--- config.mk ---
export PLATFORM = sky130hd
export DESIGN_NAME = button_debouncer
export DESIGN_NICKNAME = d
export VERILOG_FILES = /design/src/rtl/btn_pkg.sv /design/src/rtl/sync_2ff.sv /design/src/rtl/button_debouncer.sv
export SDC_FILE = /design/constraint.sdc
export NUM_CORES = 1
export LEC_CHECK = 0
export ABC_AREA = 1
export ABC_CLOCK_PERIOD_IN_PS = 3000
export CAP_MARGIN = 20
export CORE_MARGIN = 2
export CORE_UTILIZATION = 55
export CTS_BUF_LIST = sky130_fd_sc_hd__clkbuf_16
export DETAILED_ROUTE_END_ITERATION = 10
export PLACE_DENSITY_LB_ADDON = 0.08
export SLEW_MARGIN = 20
export SYNTH_ARGS = -nofsm -noshare
export SYNTH_HDL_FRONTEND = slang
export SYNTH_SLANG_ARGS = --single-unit
--- constraint.sdc ---
create_clock -name CLK -period 3 [get_ports CLK]
set_clock_uncertainty 0.1 [all_clocks]
set_input_delay 0.9 -clock CLK [delete_from_list [all_inputs] [get_ports CLK]]
set_output_delay 0.9 -clock CLK [all_outputs]
set_load 0.005 [all_outputs]
--- src/rtl/btn_pkg.sv ---
// Shared definitions for board-input conditioning: debouncer state encoding and timing defaults.
package btn_pkg;

  localparam int unsigned CLK_HZ       = 125_000_000;
  localparam int unsigned DEBOUNCE_1MS = CLK_HZ / 1000;
  localparam int unsigned LONG_1S      = CLK_HZ;

  localparam int unsigned STATE_W = 2;

  typedef enum logic [STATE_W-1:0] {
    S_IDLE         = 2'd0,
    S_PRESS_WAIT   = 2'd1,
    S_PRESSED      = 2'd2,
    S_RELEASE_WAIT = 2'd3
  } btn_state_t;

  // Counter width able to hold 0..n-1; never narrower than one bit.
  function automatic int unsigned cnt_width(input int unsigned n);
    return (n < 2) ? 1 : $clog2(n);
  endfunction

endpackage

--- src/rtl/sync_2ff.sv ---
// Two-flop synchronizer for an asynchronous board input; reset loads a chosen idle level.
module sync_2ff #(
  parameter logic RESET_VAL = 1'b0
) (
  input  logic CLK,
  input  logic RST,
  input  logic d,
  output logic q
);

  logic ff1;

  // Metastability chain; the raw pin feeds the first flop with no logic in front.
  always_ff @(posedge CLK) begin
    if (!RST) begin
      ff1 <= RESET_VAL;
      q   <= RESET_VAL;
    end else begin
      ff1 <= d;
      q   <= ff1;
    end
  end

endmodule

--- src/rtl/button_debouncer.sv ---
// Push-button conditioner: synchronize, debounce, and emit level, edge pulses,
// a one-shot long-press pulse and a wrapping press counter.
module button_debouncer
  import btn_pkg::*;
#(
  parameter int unsigned DEBOUNCE_CYCLES = DEBOUNCE_1MS,
  parameter int unsigned LONG_CYCLES     = LONG_1S,
  parameter bit          BTN_ACTIVE_HIGH = 1'b1
) (
  input  logic       CLK,
  input  logic       RST,
  input  logic       BTN,
  output logic       LEVEL,
  output logic       PRESS,
  output logic       RELEASE,
  output logic       LONG_PRESS,
  output logic [7:0] PRESS_COUNT
);

  localparam int unsigned CNT_W  = cnt_width(DEBOUNCE_CYCLES);
  localparam int unsigned HOLD_W = cnt_width(LONG_CYCLES);

  localparam logic [CNT_W-1:0]  CNT_LAST  = CNT_W'(DEBOUNCE_CYCLES - 1);
  localparam logic [HOLD_W-1:0] HOLD_MAX  = HOLD_W'(LONG_CYCLES - 1);
  localparam logic [HOLD_W-1:0] HOLD_LONG = HOLD_W'(LONG_CYCLES - 2);

  // Raw pin level that means "not pressed"; the synchronizer idles here.
  localparam logic RELEASED_RAW = ~BTN_ACTIVE_HIGH;

  btn_state_t        state;
  logic [CNT_W-1:0]  cnt;
  logic [HOLD_W-1:0] hold;
  logic              btn_q;
  logic              btn_s;

  sync_2ff #(
    .RESET_VAL (RELEASED_RAW)
  ) u_sync (
    .CLK (CLK),
    .RST (RST),
    .d   (BTN),
    .q   (btn_q)
  );

  // Polarity fix after the synchronizer: btn_s is 1 when pressed.
  assign btn_s = BTN_ACTIVE_HIGH ? btn_q : ~btn_q;

  // Debounce FSM with registered level, pulses, hold timer and press counter.
  always_ff @(posedge CLK) begin
    if (!RST) begin
      state       <= S_IDLE;
      cnt         <= '0;
      hold        <= '0;
      LEVEL       <= 1'b0;
      PRESS       <= 1'b0;
      RELEASE     <= 1'b0;
      LONG_PRESS  <= 1'b0;
      PRESS_COUNT <= 8'd0;
    end else begin
      PRESS      <= 1'b0;
      RELEASE    <= 1'b0;
      LONG_PRESS <= 1'b0;

      case (state)
        S_IDLE: begin
          if (btn_s) begin
            state <= S_PRESS_WAIT;
            cnt   <= '0;
          end
        end

        S_PRESS_WAIT: begin
          if (!btn_s) begin
            state <= S_IDLE;
          end else if (cnt == CNT_LAST) begin
            state       <= S_PRESSED;
            PRESS       <= 1'b1;
            LEVEL       <= 1'b1;
            PRESS_COUNT <= PRESS_COUNT + 8'd1;
            hold        <= '0;
          end else begin
            cnt <= cnt + CNT_W'(1);
          end
        end

        S_PRESSED: begin
          if (hold != HOLD_MAX) begin
            hold <= hold + HOLD_W'(1);
          end
          // Saturating hold counter passes this value once, so the pulse is one-shot.
          if (btn_s && (hold == HOLD_LONG)) begin
            LONG_PRESS <= 1'b1;
          end
          if (!btn_s) begin
            state <= S_RELEASE_WAIT;
            cnt   <= '0;
          end
        end

        S_RELEASE_WAIT: begin
          // Hold keeps running so a rejected release glitch does not delay LONG_PRESS.
          if (hold != HOLD_MAX) begin
            hold <= hold + HOLD_W'(1);
          end
          if (btn_s) begin
            state <= S_PRESSED;
          end else if (cnt == CNT_LAST) begin
            state   <= S_IDLE;
            RELEASE <= 1'b1;
            LEVEL   <= 1'b0;
          end else begin
            cnt <= cnt + CNT_W'(1);
          end
        end

        default: begin
          state <= S_IDLE;
        end
      endcase
    end
  end

endmodule

==> results of run 1 <==
## power by group through the flow
stage	Combinational (mW)	Sequential (mW)	Clock (mW)
5_1_grt	0.0427	0.804	1.13
2_1_floorplan	0.0263	0.820	0
3_5_place_dp	0.0387	0.821	0
6_report	0.0384	0.804	1.08
4_1_cts	0.0386	0.804	1.09
3_3_place_gp	0.0376	0.821	0
## metrics by stage
step / area, um^2 / util, % / setup WS, ps
finish: 3910 / 65.27 / 723.8
global route: 3910 / 65.27 / 453.3
CTS: 3910 / 65.27 / 720.1
detailed placement: 3602 / 60.13 / 676.3
global placement: 3602 / 60.13 / 734.3
floorplan: 3438 / - / 1160
## cell type report
class / count / area, um^2
clock buffer: 9 / 225.2
clock inverter: 7 / 82.58
fill: 563 / 2081
inverter: 46 / 173.9
multi-input combinational: 412 / 1971
sequential: 60 / 1201
tap: 75 / 93.84
timing repair buffer: 17 / 162.7
## state kept, by name, indices dropped and copies added (netlist names), named ones only
register,cells
PRESS_COUNT,8
u_sync.q,1
LONG_PRESS,1
PRESS,1
hold,27
RELEASE,1
cnt,17
u_sync.ff1,1
state,1
LEVEL,1
## cell families after synthesis
family                   after synthesis
AO/OA/AOI/OAI                         65
flip-flops                            60
XOR/XNOR                              14
adder cells (fa/ha/maj)                4
buffers and inverters                 60
AND/OR/NAND/NOR                      329
## worst max path at each step
stage                                        endpoint  slack [ps]  cells after the start
after floorplan                   cnt[8]$_SDFFE_PN0P_        1160                      5
after CTS                              PRESS_COUNT[2]         720                      1
final                                  PRESS_COUNT[2]         720                      1
after global placement          hold[26]$_SDFFE_PN0P_         730                      4
after global routing            hold[21]$_SDFFE_PN0P_         450                     10
after detailed placement  PRESS_COUNT[1]$_SDFFE_PN0P_         680                      5
## cells in the mapped netlist, types with 5 or more instances
library cell,instances,area (um^2)
a21oi_1,45,225.2
nand2_1,156,585.6
nand3_1,40,200.2
inv_1,40,150.1
nand4_1,10,62.56
o21ai_0,13,65.06
nor3_1,6,30.03
xor2_1,13,113.9
clkbuf_1,5,18.77
dfxtp_1,60,1201
nor2_1,94,352.8
## layer usage
metal,global-route usage [%],vias to the layer above
li1,-,1735
met1,30.17,1452
met2,40.10,58
met3,5.169,12
met4,9.538,0
met5,0,-
## placed cells by master (no fill, tap or decap), types with 10 or more instances in the layout
cell / instances
nand2_1: 156
nor2_1: 94
dfxtp_1: 60
a21oi_1: 45
inv_1: 41
nand3_1: 40
clkdlybuf4s50_1: 14
xor2_1: 13
o21ai_0: 13
nand4_1: 10
==> out/results.txt, run 1 <==
From synthesis to final layout, the design area changed by 13.72%. The setup path with the least slack is of type flip-flop to primary output. The total buffers and inverters traversed by the critical path is 1, and the final antenna-violating net count is 0. In this run the static leakage power is 1.448 nW. The minimum clock period works out to 2276 ps. Input and output buffers added on the ports amount to 14. The post-synthesis sequential element count came out at 60.

The die extent in x is 83.07 um, and the power share of the sequential group is 41.8%. The run gives 330 ps as the insertion delay of the later-clocked pin in the worst-skew pair. The detailed router finished its first iteration with 209 violations.

The internal power consumption came out at 1.529 mW. Critical path launch point type: a flip-flop. The number of cells on the worst reg-to-reg path is 10. The overall via count from detail_route was 3257; the number of clock buffers inserted by TritonCTS was 9. After routing, the total negative slack on setup checks comes to 0 ps. The tools report the count of warnings emitted by yosys as 0.

The tools report the final count of hold timing violations as 0. The uppermost layer routed is met4. Of the total power, the share spent switching nets is 20.52%. Net count of the finished layout: 553. The count of pins over their slew limit was 0. The sum of internal, switching and leakage power is 1.923 mW. A synthesized cell averages 6.463 um^2. Global routing used 24.01% of the available tracks across all layers. The number of hold buffers added after CTS was 0. The worst hold path passes through 2 cells. The number of distinct library cells after synthesis was 37.

On the final layout, the worst hold slack is 318.8 ps. After clock tree synthesis, the repair step resized 0 gates. Synthesis produced a netlist with a net count of 539. The total power density per cell area works out to 491.8 mW/mm^2. For this run, the top clock speed supported by timing is 0.4393 GHz. Compound-cell area share of the yosys netlist: 9.898%. The logs give 57.39% for the initial cell density of the core and 0.3946 mW for the switching power summed over all nets. The max-capacitance violation count is 0, and the wire length on met3 is 338 um. The via count of the first global-routing pass came out at 2960.

Setup repair after global routing left no endpoint under its margin. The post-detailed-route wirelength per cell is 12.54 um. Once detailed placement completed, the half-perimeter wirelength came to 5553 um. The worst register-to-register path ends at hold[21]$_SDFFE_PN0P_. The critical register-to-register path startpoint is hold[1]$_SDFFE_PN0P_.

After detailed routing, the number of vias per cell comes to 5.203. The largest fanout of any net on the critical path was 5. Traced cell by cell, the critical path runs through clkdlybuf4s50_1. The share of final-layout standard cells stronger than drive strength 1 was 7.441%; the die outline area was 0.006900 mm^2. The die height works out to 83.07 um.

After synthesis, the share of flip-flops with an asynchronous set or reset is 0%. The floorplan has 28 rows. The run gives 0.003438 mm^2 as the post-synthesis instance area. Global-route wire length before repair: 13570 um.

For the worst setup path, the data arrival time is 1280 ps. The xor and xnor area share after synthesis was 3.566%. The number of buffers on the longest clock path is 2, and the final period utilization is 75.87%.

The weighted congestion at the end of routability-driven global placement was 0.8867; the mux share of post-synthesis cell area was 0%. The logs give 55.45% for the normalized max-slew margin and 3782 um for the met2 layer wire length in the routed design. The combinational share of power is 2.0%, and the area fraction in and, or, nand and nor cells after synthesis is 42.39%. Transition time of the tightest slew-check pin: 666.7 ps. STA classifies the critical path endpoint as a primary output. TritonCTS built the clock tree.

The tools report the initial antenna violation count as 0. The stage delay of the slowest cell on the critical path came out at 530 ps. The portion of total power attributed to the clock network is 56.2%, and the adder-cell share of the synthesized area is 1.456%. For the residual DRC count, the log shows 0.

The critical path starts at PRESS_COUNT[2]$_SDFFE_PN0P_. Root cell of the clock tree: clkbuf_16. The largest net degree at the start of global routing is 22. The worst hold path terminates at u_sync.q$_SDFF_PN0_. The core region is 0.005991 mm^2. Synthesis handed over a netlist of 532 instances.

The path class of the lowest-slack min-delay path is flip-flop to flip-flop. The number of synthesized flops with an enable pin was 0; the total wirelength of the detailed-routed design was 7847 um. Summing the sequential cell areas from Yosys gives 34.93% of the chip area. The setup check on the worst reg-to-reg path leaves a slack of 780 ps. Data on the critical path is required at its endpoint by 2000 ps. After clock tree synthesis, the clock-pin slew on the worst setup and hold paths is 50 ps.

0 antenna diodes ended up in the layout. The startpoint identified for the worst hold timing path is u_sync.ff1$_SDFF_PN0_. Buffers added to address setup during post-CTS repair amount to 0. Number of clock sinks: 60.

The flow ran to the end, and the final reports show no timing, DRC or antenna violations. Across the VDD grid, the largest voltage drop is 0.0003795 V. The largest family of logic cells by synthesized area is simple AND/OR/NAND/NOR gates.

The first detailed-routing pass ran for 4 iterations. The H-tree generated during clock tree synthesis spans 3 levels. The largest individual stage delay along the critical path comes from the cell clkdlybuf4s50_1. 15 I/O pins were placed. The total overflow left after global routing is 0. For the count of placed standard cells in the final layout, fillers left out, the log shows 626. Broken down by cell family, the worst path's largest delay share belongs to buffers and inverters. Setup violations remaining at the end of the flow were counted as 0. Including well taps, the total number of placed cells is 610. The dominant synthesized flop cell was dfxtp_1. The detailed router put a total of 3571 um of wire on met1.
(Power assumes the default switching activity.)
==> inputs of run 2 (changes only) <==
- ABC_CLOCK_PERIOD_IN_PS: 3000 -> 2130
- clock period: 3 -> 2.13 ns (I/O delays scaled with it)
==> run 2 against run 1 <==
Effect of this change: routed wire length rose by 7.7%; sequential share of layout area fell by 0.80 points; critical endpoint is now PRESS_COUNT[0]; largest cell class unchanged; combinational power rose by 53%; worst hold slack got worse by 5.0 ps; clock-buffer cell count did not move; sequential power rose by 41%; utilization rose by 1.8 points; final cell count rose by 2.4%.
==> out/results.txt, run 2 (synthesis gave the netlist of run 1 again) <==
The run finished with clean final reports. The run gives 330 ps as the insertion delay of the later-clocked pin in the worst-skew pair. Compared with the post-synthesis result, the final layout area differs by 16.78%.

The tools report the arrival time of data at the critical path endpoint as 1260 ps. The critical path goes through clkdlybuf4s50_1. The tools report the remaining global-route overflow as 0. For this run, the post-layout net count is 568. For this run, the share of the core covered by cells in the final layout is 67.02%. The placement-stage worst setup slack was 175.3 ps. Critical path launch point type: a flip-flop.

The die extent in x came out at 83.07 um. The internal power consumption is 2.036 mW. The die outline area was 0.006900 mm^2. The path depth of the worst reg2reg path is 9. Routability-driven placement finished with a final weighted congestion of 0.8730. The tools report the number of buffers on the longest clock path as 2. Among all stages on the critical path, the largest delay is contributed by clkdlybuf4s50_1. After clock tree synthesis, the repair step resized 0 gates.

The category of the worst setup path capture point was a primary output. Measured along the y axis, the die boundary spans 83.07 um. Fmax: 0.4997 GHz.

The largest register by flop count is hold. The cell row count is 28. Setup repair after global routing left no endpoint under its margin. The number of antenna diodes in the final layout is 0. The transition time of the tightest slew-check pin was 465.6 ps. Counting every sink on the clock net gives 60. In this run the static leakage power is 1.511 nW.

The run gives 0 as the count of pins over their slew limit. Detailed placement finished with a half-perimeter wire length of 5996 um. Per report_power, the sequential group accounts for 43.5% of the total. Entering global routing, the biggest net connects 22 pins. For this design, the CTS-stage hold fixing added 0 buffers. Share of final-layout standard cells stronger than drive strength 1: 9.717%.

In this run the critical register-to-register path is launched from hold[0]$_SDFFE_PN0P_. In the routed layout, each cell is associated on average with a via count of 5.284. The largest registers in the layout are hold: 27 flops, cnt: 17 flops, PRESS_COUNT: 8 flops. Summed over all failing endpoints, the final setup total negative slack is 0 ps. The global-route wire length before repair is 14160 um, and the instance area after placement is 0.003720 mm^2. The cell count after placement is 624, and the flip-flop count of the largest register, all copies and words added is 27. The total wirelength of the detailed-routed design is 8448 um.

The number of search-and-repair iterations in the first detailed-routing pass is 5. Of all nets on the critical path, the largest fanout is 5. Of the total power, the share spent switching nets is 21.83%. The path class of the lowest-slack min-delay path was flip-flop to flip-flop.

The number of clock buffers inserted by TritonCTS was 9. Leaving out fill and tap cells, the most frequent cell in the layout is nand2_1. The final period utilization was 93.96%. The tools report the worst min-delay path startpoint as u_sync.ff1$_SDFF_PN0_. With fillers left out, the area of the finished cells amounts to 0.004015 mm^2. The stage delay of the slowest cell on the critical path was 530 ps; the count of placed standard cells in the final layout, fillers left out was 641. In this run the remaining antenna-violating nets after routing total 0. Along the worst hold path, the cell count comes to 2. For this block, the via count after detailed routing is 3387. The endpoint identified for the worst register-to-register timing path is hold[14]$_SDFFE_PN0P_. In this run, the number of DRC markers left after iteration 0 of detailed routing was 173. For the via count of the first global-routing pass, the log shows 3167. Family with the most delay on the worst path: buffers and inverters. The worst setup path is of the flip-flop to primary output kind. Across all setup checks in the final design, the least slack found is 128.6 ps. Setup slack on the worst reg-to-reg path comes out at 260 ps.

In this run, the combinational gates consume 2.3% of the power. Once the floorplan was initialized, standard cells occupied 57.39% of the core. TritonCTS built the clock tree. The minimum clock period was 2001 ps. The tree is rooted in a clkbuf_16. The peak supply drop came out at 0.0005801 V.

The final count of hold timing violations came out at 0. The setup violation total in the final timing report came out at 0. Input and output buffers added on the ports amount to 14. Portion of total power attributed to the clock network: 54.3%. The residual DRC count is 0. Max-cap violations in this run came to 0.

The total track usage was 25.17%. For this design the total switching power over the nets is 0.5684 mW. Dividing total power by cell area gives a power density of 648.6 mW/mm^2.

In the layout the commonest cells are nand2_1, nor2_1, dfxtp_1, a21oi_1, inv_1. Dividing the detail-routed wire length by the instance count gives 13.18 um. The worst pin sits at a relative slew slack of 68.85%. After clock tree synthesis, the setup repair step added 0 buffers. Required time of the critical path: 1390 ps.

Pin placement for this block handled 15 I/O pins. The initial antenna violation count was 0. After clock tree synthesis, the clock-pin slew on the worst setup and hold paths is 50 ps.

Counting the fill cells in the layout gives 568. The total buffers and inverters traversed by the critical path was 1; the placeable core area was 0.005991 mm^2. The worst hold path terminates at u_sync.q$_SDFF_PN0_. The tools report the count of H-tree levels built during CTS as 3.
==> run 2: cell types whose count changed in the layout (fill, tap and decap cells not counted) <==
cell,delta
buf_12,+1
buf_4,+13
bufinv_16,-1
clkinv_1,+1
clkinv_2,-1
clkinvlp_4,+1
nor2_4,+1
==> run 2: per-stage QoR <==
stage               hold WS (ps)  total power [mW]
floorplan                  290.5             1.193
global placement           294.6             1.214
detailed placement         302.1             1.215
CTS                        314.6             2.619
global route               348.8             2.679
finish                     313.8             2.604
==> run 2: how the worst max path moves through the flow <==
stage / start / endpoint / slack, ps / depth (start not counted)
final: PRESS_COUNT[0]$_SDFFE_PN0P_ / PRESS_COUNT[0] / 130 / 1
after detailed placement: RST / PRESS_COUNT[1]$_SDFFE_PN0P_ / 180 / 5
after CTS: PRESS_COUNT[0]$_SDFFE_PN0P_ / PRESS_COUNT[0] / 130 / 1
after floorplan: cnt[0]$_SDFFE_PN0P_ / hold[7]$_SDFFE_PN0P_ / 400 / 11
after global routing: PRESS_COUNT[0]$_SDFFE_PN0P_ / PRESS_COUNT[0] / 80 / 1
after global placement: hold[15]$_SDFFE_PN0P_ / hold[26]$_SDFFE_PN0P_ / 180 / 10
==> run 2: power by group through the flow <==
stage,sequential (mW),combinational (mW),clock (mW)
floorplan,1.16,0.0370,0
global placement,1.16,0.0580,0
detailed placement,1.16,0.0588,0
CTS,1.13,0.0594,1.43
global route,1.13,0.0665,1.48
finish,1.13,0.0588,1.41
==> run 2: area by class of cell <==
type	count	area, um^2	area share [%]
well taps	75	93.84	2.337
clock inverters	7	58.81	1.465
flip-flops and latches	60	1201	29.92
inverters	46	173.9	4.332
multi-input cells	413	1982	49.36
clock buffers	9	225.2	5.609
repair buffers	31	280.3	6.980
==> run 2: routing by layer <==
layer	track usage [%]	part of all wire [%]
met1	30.70	46
met2	43.33	48
met3	3.976	3.9
met4	11.77	2.2
met5	0	0
==> inputs of run 3 (changes only) <==
- ABC_CLOCK_PERIOD_IN_PS: 2130 -> 2300
- clock period: 2.13 -> 2.3 ns (I/O delays scaled with it)
==> run 3 against run 2 <==
Effect of this change: register-to-register slack barely moved; global-route usage shrank 0.62 points; sequential share of layout area rose by 0.55 points; critical path depth is 9 higher; sequential power fell by 7%; utilization decreased by 1.2 points; clock power is 7% lower; first-iteration DRC count down 8.1%; worst hold slack got worse by 3.2 ps.
==> out/results.txt, run 3 (synthesis gave the netlist of run 1 again) <==
Number of clock buffers inserted by TritonCTS: 9. The first detailed-routing pass took 4 iterations. Root cell of the clock tree: clkbuf_16.

For the placeable core area, the log shows 0.005991 mm^2. The register with the most flip-flops in the final layout is hold. The peak supply drop is 0.0003645 V, and the overall via count from detail_route is 3305.

The worst register-to-register path ends at hold[20]$_SDFFE_PN0P_. The final hold slack came out at 310.6 ps. At the end of the flow the core is filled with cells to 65.81%.

The insertion delay of the later-clocked pin in the worst-skew pair is 330 ps, and the transition time of the tightest slew-check pin is 434.2 ps. In this run the worst path has a maximum fanout of 6. Once routing completed, OpenROAD measured the worst setup slack at 247.4 ps.

In the routed layout, each cell is associated on average with a via count of 5.246. From bottom edge to top edge, the die measures 83.07 um. The detailed router finished its first iteration with 159 violations.

The start-to-end type of the worst setup path is flip-flop to flip-flop. The number of buffers inserted by hold repair at cts is 0. The post-detailed-route wirelength per cell works out to 12.98 um. Dividing the final minimum period by the clock period gives 89.24%. Summed over all cells, the static leakage comes to 1.467 nW. After layout, the design draws a total of 2.407 mW.

The footprint of the flip-flops and latches was 0.001201 mm^2. In the layout the commonest cells are nand2_1, nor2_1, dfxtp_1, a21oi_1, inv_1. Input and output buffers added on the ports amount to 14.

The cell row count was 28. For this configuration, the core starts out at a cell density of 57.39%. Pin placement for this block handled 15 I/O pins.

At the worst endpoint, the arrival time is 2180 ps. Summed over all layers, the global routing overflow is 0. The fmax is 0.4872 GHz.

The flip-flop count of the largest register, all copies and words added came out at 27. Number of gates resized after cts: 0. The min-delay analysis places its worst path in the category flip-flop to flip-flop.

Dividing total power by cell area gives a power density of 610.6 mW/mm^2. For the final routed database, the setup TNS stands at 0 ps. The clock transition time at the flip-flop clock pins of the worst setup and hold paths is 50 ps, and the total track usage is 24.55%.

Detailed-placement wirelength estimate: 5771 um. The tools report the number of clock sinks as 60. The worst setup path is launched from a flip-flop. The detail route stage leaves a number of antenna-violating nets equal to 0. The stage delay of the slowest cell on the critical path works out to 410 ps. The tools report the category of the worst setup path capture point as a flip-flop. The critical path capture point is hold[20]$_SDFFE_PN0P_. The run finished with clean final reports. TritonCTS built the clock tree.

Measured in cells, the most critical reg-to-reg path has a length of 10. The tools report the residual DRC count as 0. The tools report the placement-stage worst setup slack as 254.6 ps. The startpoint identified for the worst hold timing path is u_sync.ff1$_SDFF_PN0_. The run gives 0 as the final count of hold timing violations. The normalized max-slew margin came out at 70.83%. The library cell used most frequently in the layout, excluding fill and tap cells, is nand2_1. The final layout contains routed wiring with a total length of 8175 um.

The H-tree was split into 3 levels. Number of buffers on the longest clock path: 2. The via count of the first global-routing pass was 3097; the post-CTS setup buffer count was 0. The share of final-layout standard cells stronger than drive strength 1 was 8.108%. Setup repair after global routing left no endpoint under its margin. Subtracting the final worst setup slack from the clock period gives 2053 ps. In this run the register-to-register setup slack is 250 ps.

The area growth from synthesis to layout is 14.67%, and the count of pins over their slew limit is 0. Area of combinational cells with multiple inputs: 0.001971 mm^2. For this design, the slowest cell found on the critical path is dfxtp_1. The die extent in x is 83.07 um. Setup violation total in the final timing report: 0.

Max-cap violations in this run came to 0. In the final layout, the registers with the most flip-flops are hold: 27 flops, cnt: 17 flops, PRESS_COUNT: 8 flops. The initial antenna violation count is 0. For the largest net degree at the start of global routing, the log shows 22. The critical register-to-register path startpoint was hold[0]$_SDFFE_PN0P_. After filler insertion, the fill cell instance count of the layout stands at 560. The congestion estimate from routability-driven global placement came to 0.9178. The global-route wire length before repair was 13840 um.

The dominant cell type by count on the critical path is nand3_1. The floorplan step defined a die boundary enclosing 0.006900 mm^2. 0 antenna diodes ended up in the layout. The critical path goes through ha_1, nand3_1, inv_1, nand2_1, inv_1, nand3_1, nor3_1, nand3_1, nand2_1, nor2_1. In the final design database the tool counted 557 nets. STA puts the critical path data required time at 2420 ps. Source of the critical timing path: hold[0]$_SDFFE_PN0P_.
run 3: metrics by stage:
step	std cells	area [um^2]
floorplan	532	3438
global placement	614	3657
detailed placement	614	3657
CTS	630	3943
global route	630	3943
finish	630	3943
run 3: cell type report:
| type | instances | share of cell area, % |
|---|---|---|
| Inverter | 46 | 4.411 |
| Tap cell | 75 | 2.380 |
| Clock inverter | 7 | 1.523 |
| Sequential cell | 60 | 30.47 |
| Multi-Input combinational cell | 412 | 49.98 |
| Clock buffer | 9 | 5.712 |
| Timing Repair Buffer | 21 | 5.522 |
run 3: worst min-delay path by stage:
stage | slack (ps) | endpoint | cells after the start
floorplan | 290 | u_sync.q$_SDFF_PN0_ | 2
global placement | 300 | u_sync.q$_SDFF_PN0_ | 2
detailed placement | 300 | u_sync.q$_SDFF_PN0_ | 2
CTS | 310 | u_sync.q$_SDFF_PN0_ | 2
global route | 350 | u_sync.q$_SDFF_PN0_ | 2
finish | 310 | u_sync.q$_SDFF_PN0_ | 2
run 3: where the power goes:
group | leakage (nW) | internal (mW) | switching [mW]
Combinational | 0.836 | 0.0171 | 0.0348
Sequential | 0.484 | 1.04 | 0.00492
Clock | 0.148 | 0.824 | 0.483
Total | 1.47 | 1.88 | 0.522
run 3: worst max-delay path: cells and delay by family (launching register included):
| family | cells | cell delay, ps |
|---|---|---|
| adders and majority gates | 1 | 310 |
| buffers and inverters | 2 | 260 |
| and+or+nand+nor | 7 | 850 |
| DFF | 1 | 410 |
run 3: routing by layer:
metal | vias up | part of all wire (%) | GRT usage, %
met2 | 75 | 49 | 41.94
met4 | 0 | 2.6 | 13.26
met1 | 1472 | 44 | 29.27
met3 | 20 | 4.1 | 4.175
li1 | 1738 | - | -
met5 | - | 0 | 0
